--- src/rtl/rv32i_instr_encoder.sv ---
// rv32i_instr_encoder: assembles RV32I words from decoded fields into a valid/ready FIFO
module rv32i_instr_encoder #(
    parameter int DEPTH = 4,
    parameter int CNT_W = 16
) (
    input  logic             clk,
    input  logic             rst,
    input  logic             in_valid,
    output logic             in_ready,
    input  logic [2:0]       fmt,
    input  logic [6:0]       opcode,
    input  logic [2:0]       funct3,
    input  logic [6:0]       funct7,
    input  logic [4:0]       rd,
    input  logic [4:0]       rs1,
    input  logic [4:0]       rs2,
    input  logic [31:0]      imm,
    output logic             out_valid,
    input  logic             out_ready,
    output logic [31:0]      instr,
    output logic             out_err,
    output logic [CNT_W-1:0] enc_cnt,
    output logic [CNT_W-1:0] err_cnt
);
    localparam int AW = $clog2(DEPTH);
    localparam logic [31:0] NOP = 32'h0000_0013;

    logic [32:0]      mem_q [DEPTH];
    logic [AW-1:0]    wr_q, rd_q;
    logic [AW:0]      cnt_q, cnt_d;
    logic             ready_q;
    logic [CNT_W-1:0] enc_q, err_q;
    logic             push, pop, err, shift;
    logic [31:0]      word;
    logic signed [31:0] simm;

    always_comb begin
        simm  = imm;
        shift = opcode == 7'b0010011 && (funct3 == 3'b001 || funct3 == 3'b101);
        word  = NOP;
        err   = 1'b0;
        case (fmt)
            3'd0: word = {funct7, rs2, rs1, funct3, rd, opcode};
            3'd1: begin
                word = {shift ? funct7 : imm[11:5], imm[4:0], rs1, funct3, rd, opcode};
                err  = shift ? (imm > 32'd31) : (simm < -2048 || simm > 2047);
            end
            3'd2: begin
                word = {imm[11:5], rs2, rs1, funct3, imm[4:0], opcode};
                err  = simm < -2048 || simm > 2047;
            end
            3'd3: begin
                word = {imm[12], imm[10:5], rs2, rs1, funct3, imm[4:1], imm[11], opcode};
                err  = simm < -4096 || simm > 4094 || imm[0];
            end
            3'd4: begin
                word = {imm[31:12], rd, opcode};
                err  = |imm[11:0];
            end
            3'd5: begin
                word = {imm[20], imm[10:1], imm[11], imm[19:12], rd, opcode};
                err  = simm < -1048576 || simm > 1048574 || imm[0];
            end
            default: err = 1'b1;
        endcase
    end

    assign push  = in_valid & ready_q;
    assign pop   = out_ready & (cnt_q != '0);
    assign cnt_d = cnt_q + (AW+1)'(push) - (AW+1)'(pop);

    always_ff @(posedge clk) begin
        if (rst) begin
            for (int i = 0; i < DEPTH; i++) mem_q[i] <= '0;
            wr_q    <= '0;
            rd_q    <= '0;
            cnt_q   <= '0;
            ready_q <= 1'b1;
            enc_q   <= '0;
            err_q   <= '0;
        end else begin
            if (push) begin
                mem_q[wr_q] <= {err, err ? NOP : word};
                wr_q        <= wr_q + 1'b1;
            end
            if (pop) rd_q <= rd_q + 1'b1;
            cnt_q   <= cnt_d;
            ready_q <= cnt_d != (AW+1)'(DEPTH);
            if (push && !(&enc_q)) enc_q <= enc_q + 1'b1;
            if (push && err && !(&err_q)) err_q <= err_q + 1'b1;
        end
    end

    assign in_ready  = ready_q;
    assign out_valid = cnt_q != '0;
    assign instr     = mem_q[rd_q][31:0];
    assign out_err   = mem_q[rd_q][32];
    assign enc_cnt   = enc_q;
    assign err_cnt   = err_q;
endmodule

--- config.mk ---
export PLATFORM = sky130hd
export DESIGN_NAME = rv32i_instr_encoder
export DESIGN_NICKNAME = d
export VERILOG_FILES = /design/src/rtl/rv32i_instr_encoder.sv
export SDC_FILE = /design/constraint.sdc
export NUM_CORES = 1
export LEC_CHECK = 0
export ABC_AREA = 1
export ABC_CLOCK_PERIOD_IN_PS = 3500
export CAP_MARGIN = 20
export CORE_ASPECT_RATIO = 0.8
export CORE_UTILIZATION = 46
export DETAILED_ROUTE_END_ITERATION = 12
export DONT_BUFFER_PORTS = 1
export GPL_TIMING_DRIVEN = 0
export HOLD_SLACK_MARGIN = 0.08
export PLACE_DENSITY_LB_ADDON = 0.15
export SLEW_MARGIN = 20
export SYNTH_ARGS = -nofsm -noshare
export SYNTH_HDL_FRONTEND = slang
export SYNTH_SLANG_ARGS = --single-unit
--- constraint.sdc ---
create_clock -name clk -period 3.5 [get_ports clk]
set_input_delay 0.525 -clock clk [delete_from_list [all_inputs] [get_ports clk]]
set_output_delay 0.525 -clock clk [all_outputs]
set_load 0.02 [all_outputs]
# Word level (Yosys, flattened, before mapping)
# Memories as Yosys holds them, arrays and structs flattened. A register that Yosys moved wholly into a read port is not among the register bits.
# Index checks and enable logic that the tools add are counted.
[word_totals] reg_bits=40 latch_bits=0 ramBits=132 romBits=0 input_bits=71 output_inout_bits=67 elab_cells=64 memories=1
[mem_list] name="mem_q" depth=4 word_bits=33 rd=1 rd_ports_with_merged_regs=1 write_ports=4 line_no="28" source="logic [32:0] mem_q [DEPTH];"
[op_classes] addsub=6 multipliers=0 n_div=0 magnitude_cmp=7 n_eq_ne=9 shift=0 muxes=15 bitwise=2 reduce_logical=18
[ops] op="$pmux 32 s6" count=1
[ops] op="$mux 33" count=1
[ops] op="$reduce_or 33->1" count=1
[ops] op="$add 16x1->16 const B" count=2
[ops] op="$gt 32x12->1 const B" count=1
[ops] op="$gt 32x13->1 const B" count=1
[ops] op="$gt 32x21->1 const B" count=1
[ops] op="$gt 32x5->1 const B" count=1
[ops] op="$lt 32x12->1 const B" count=1
[ops] op="$lt 32x13->1 const B" count=1
[ops] op="$lt 32x21->1 const B" count=1
[ops] op="$mux 32" count=1
[ops] op="$reduce_and 16->1" count=2
[ops] op="$reduce_or 12->1" count=1
[ops] op="$eq 3x3->1 const B" count=3
[ops] op="$eq 7x5->1 const B" count=1
[ops] op="$mux 1" count=7
[ops] op="$mux 7" count=1
[ops] op="$eq 3x1->1 const B" count=2
[ops] op="$eq 3x2->1 const B" count=2
[ops] op="$logic_or 1x1->1" count=6
[ops] op="$mux 2" count=3
[ops] op="$pmux 1 s6" count=1
[ops] op="$add 2x1->2 const B" count=2
[ops] op="other kinds (8)" count=13

# Longest topological paths before layout
[depth] depth_word=7 ltp_mapped=16 mapped_depth_nobuf=16

# Worst setup path before layout
# No wires, ideal clock.
[synth_path] path_type="input -> register" startpoint="input in_valid" endpoint="memory mem_q[3][0], enable pin" setup_ns=0.471 arrival_ns=3.287 required_time_ns=3.029 path_slack_ns=-0.258 path_stages=4 n_path_buf=0 cell_sequence="nand2_1 > clkinv_1 > nand2_1 > o21ai_0"
[synth_lines] element="start: declaration" line_no="8" source="input logic in_valid,"
[synth_lines] element="end: declaration" line_no="28"

==> out/qor.txt <==
Cells after synthesis: 1060
Layout cell share with drive strength beyond 1: 0.0985
Sequential fraction of the synthesis area: 0.530
Fin. Hold Viols: 0
Die Wd: 159 um
CP Data Arrival Time: 3340 ps
Fin Setup TNS: 0 ps
Yosys Warn Count: 0
Max Freq: 0.313 GHz
Top-level I/O count: 138
Most common cell after layout, fill and taps aside: nor2_1
Internal reg-to-reg setup slack: 300 ps
Status: complete, no violations
Max H-tree Level: 4
Global-route wire length before repair: 39.0 mm
Tmin final: 3200 ps
Core area: 19100 um^2
Worst r2r src: in_ready
Worst path cell trace: nand2_1 -> nor2_1 -> inv_1 -> nor2_1 -> inv_1 -> nor2_1 -> inv_1 -> buf_2 -> nand2_4 -> buf_16
Dpl hpwl: 18.3 mm
Crit end category: register
Largest net degree at the start of global routing: 26
Die height: 128 um
GRT Residual Overflow: 0
Vias/cell: 5.42
Mapped Area: 9060 um^2
Routed WL: 25.6 mm
Syn Nets: 1136
Fin. max-slew vios: 0
TritonCTS clock tree: yes
Routed Antenna Nets: 0
Crit path to: mem_q[0][20]
Final setup fails: 0
Clock Sinks: 174
RR Endpoint: mem_q[0][20]
Maximum VDD drop: 0.346 mV
Vias post-DR: 7345
Yosys top cell by area: edfxtp_1
Crit path launch: in_ready
Final worst-path cycle share: 0.914
Longest Clk Path Bufs: 2
Critical Path RT: 3640 ps
Row count: 45
Buffers on Ports: 0
Clock buffer count from CTS: 17
Worst-path clk slew: 70 ps
Total Power: 5.81 mW
Clk_skew: 6.87 ps
Utilization after layout: 0.530
Synthesized flop and latch total: 174
Pwr Density: 572 nW/um^2
Crit-path max FO: 18
Worst-Margin Slew: 709 ps
Number of remaining DRC errors: 0
Root Driver: clkbuf_16
Worst reg2reg path depth: 10
Clk Latency, worst-skew pair: 430 ps
RSZ-0062 raised after global routing: no
Die Area: 20300 um^2
Mapped Avg Cell Area: 8.55 um^2
Gpl congestion: 0.943
Number of maximum-capacitance violations: 0
P&R area growth vs syn: 12.0%
Critical path type: reg -> reg
Post-CTS Repair Setup Buffers: 0
Drt first pass iters: 7
Slowest CP cell: nor2_1
Worst rel slew slack: 0.524
Initial antenna violation count: 1
Starting Density: 0.473
Startpoint types: register
Crit path largest cell delay: 460 ps
Total GRT Usage: 0.257
Layout Nets: 1160
Vias in the first global route: 6716
Synth unique cells: 45
Initial drt markers: 631
Leak: 4.25 nW
Synth top area cells: edfxtp_1 44%, dfxtp_1 9.3%, nor2_1 8.7%
Wire length per cell: 18.9 um
Hold WC Path Type: in -> reg
Fill cells: 1773
Most frequent cells in the layout: 209 x nor2_1, 150 x inv_1, 139 x nand2_1
Yosys top cell area share: 0.438
registers in the layout, summed over array words and instances, names as in the netlist, named ones only:
| signal | count |
|---|---|
| mem_q | 132 |
| enc_cnt | 16 |
| err_cnt | 16 |
| cnt_q | 3 |
| rd_q | 2 |
| wr_q | 2 |
| in_ready | 1 |
synth_stat cells, drive strengths merged:
library cell / instances
nand4: 23
and2: 1
xnor2: 5
or2: 5
inv: 153
nor3: 19
xor2: 10
clkinv: 2
a22oi: 1
nor4: 5
nor3b: 1
o22ai: 44
fa: 1
o211ai: 1
or3: 1
nor2: 234
a211oi: 1
buf: 10
dfxtp: 42
o221a: 1
a221oi: 1
a21oi: 42
ha: 4
nand2: 163
nand3: 25
o21ai: 90
o21a: 1
clkbuf: 32
a31oi: 10
edfxtp: 132
report_power, final:
part	internal, mW	switching [mW]
Sequential	2.38	0.0781
Combinational	0.322	1.04
Clock	1.13	0.845
cell type report:
type,instances,area [um^2],share of cell area
multi-input cells,689,3480,0.343
clock buffers,17,425,0.0419
well taps,258,323,0.0318
diodes,1,2.50,0.000247
plain buffers,42,215,0.0212
flip-flops and latches,174,4800,0.474
repair buffers,5,130,0.0128
inverters,155,582,0.0573
clock inverters,15,183,0.0180
metal layers:
metal | wire length (um) | vias up | GRT usage
met4 | 474 | 0 | 0.0792
met5 | 0 | - | 0
met1 | 11400 | 3469 | 0.360
met2 | 11300 | 285 | 0.391
li1 | - | 3560 | -
met3 | 2520 | 31 | 0.0679
worst max-delay path, delay by kind of cell (launching register included):
| family | cells | cell delay, ps |
|---|---|---|
| buf+inv | 5 | 990 |
| simple gates | 5 | 1450 |
| flops | 1 | 440 |
what timing repair did:
action	CTS	global route
resized for setup	0	1
hold buffers	0	0
setup endpoints to repair	0	18
how the worst min path moves through the flow:
| stage | end | start | cells past startpoint |
|---|---|---|---|
| 2_1_floorplan | register | rd_q[1] | 2 |
| 3_3_place_gp | rd_q[1] | rd_q[1] | 2 |
| 3_5_place_dp | register | rd_q[1] | 2 |
| 4_1_cts | mem_q[3][2] | opcode[2] | 2 |
| 5_1_grt | mem_q[3][3] | opcode[3] | 2 |
| 6_report | mem_q[3][3] | opcode[3] | 2 |
per-stage QoR:
step	cells	setup WS (ps)	hold slack, ps	instance area (um^2)
6_report	1356	303	276	10100
5_1_grt	1355	92.0	271	10100
4_1_cts	1355	133	264	10100
3_5_place_dp	1323	115	466	9530
3_3_place_gp	1318	-991	453	9380
2_1_floorplan	1060	653	436	9060
cells by family after synthesis:
family | after synthesis | synth area share
AO/OA/AOI/OAI | 192 | 0.116
XOR/XNOR | 15 | 0.0145
adder cells (fa/ha/maj) | 5 | 0.00774
buffers and inverters | 197 | 0.0880
flip-flops | 174 | 0.530
AND/OR/NAND/NOR | 477 | 0.243
(Power assumes the default switching activity.)
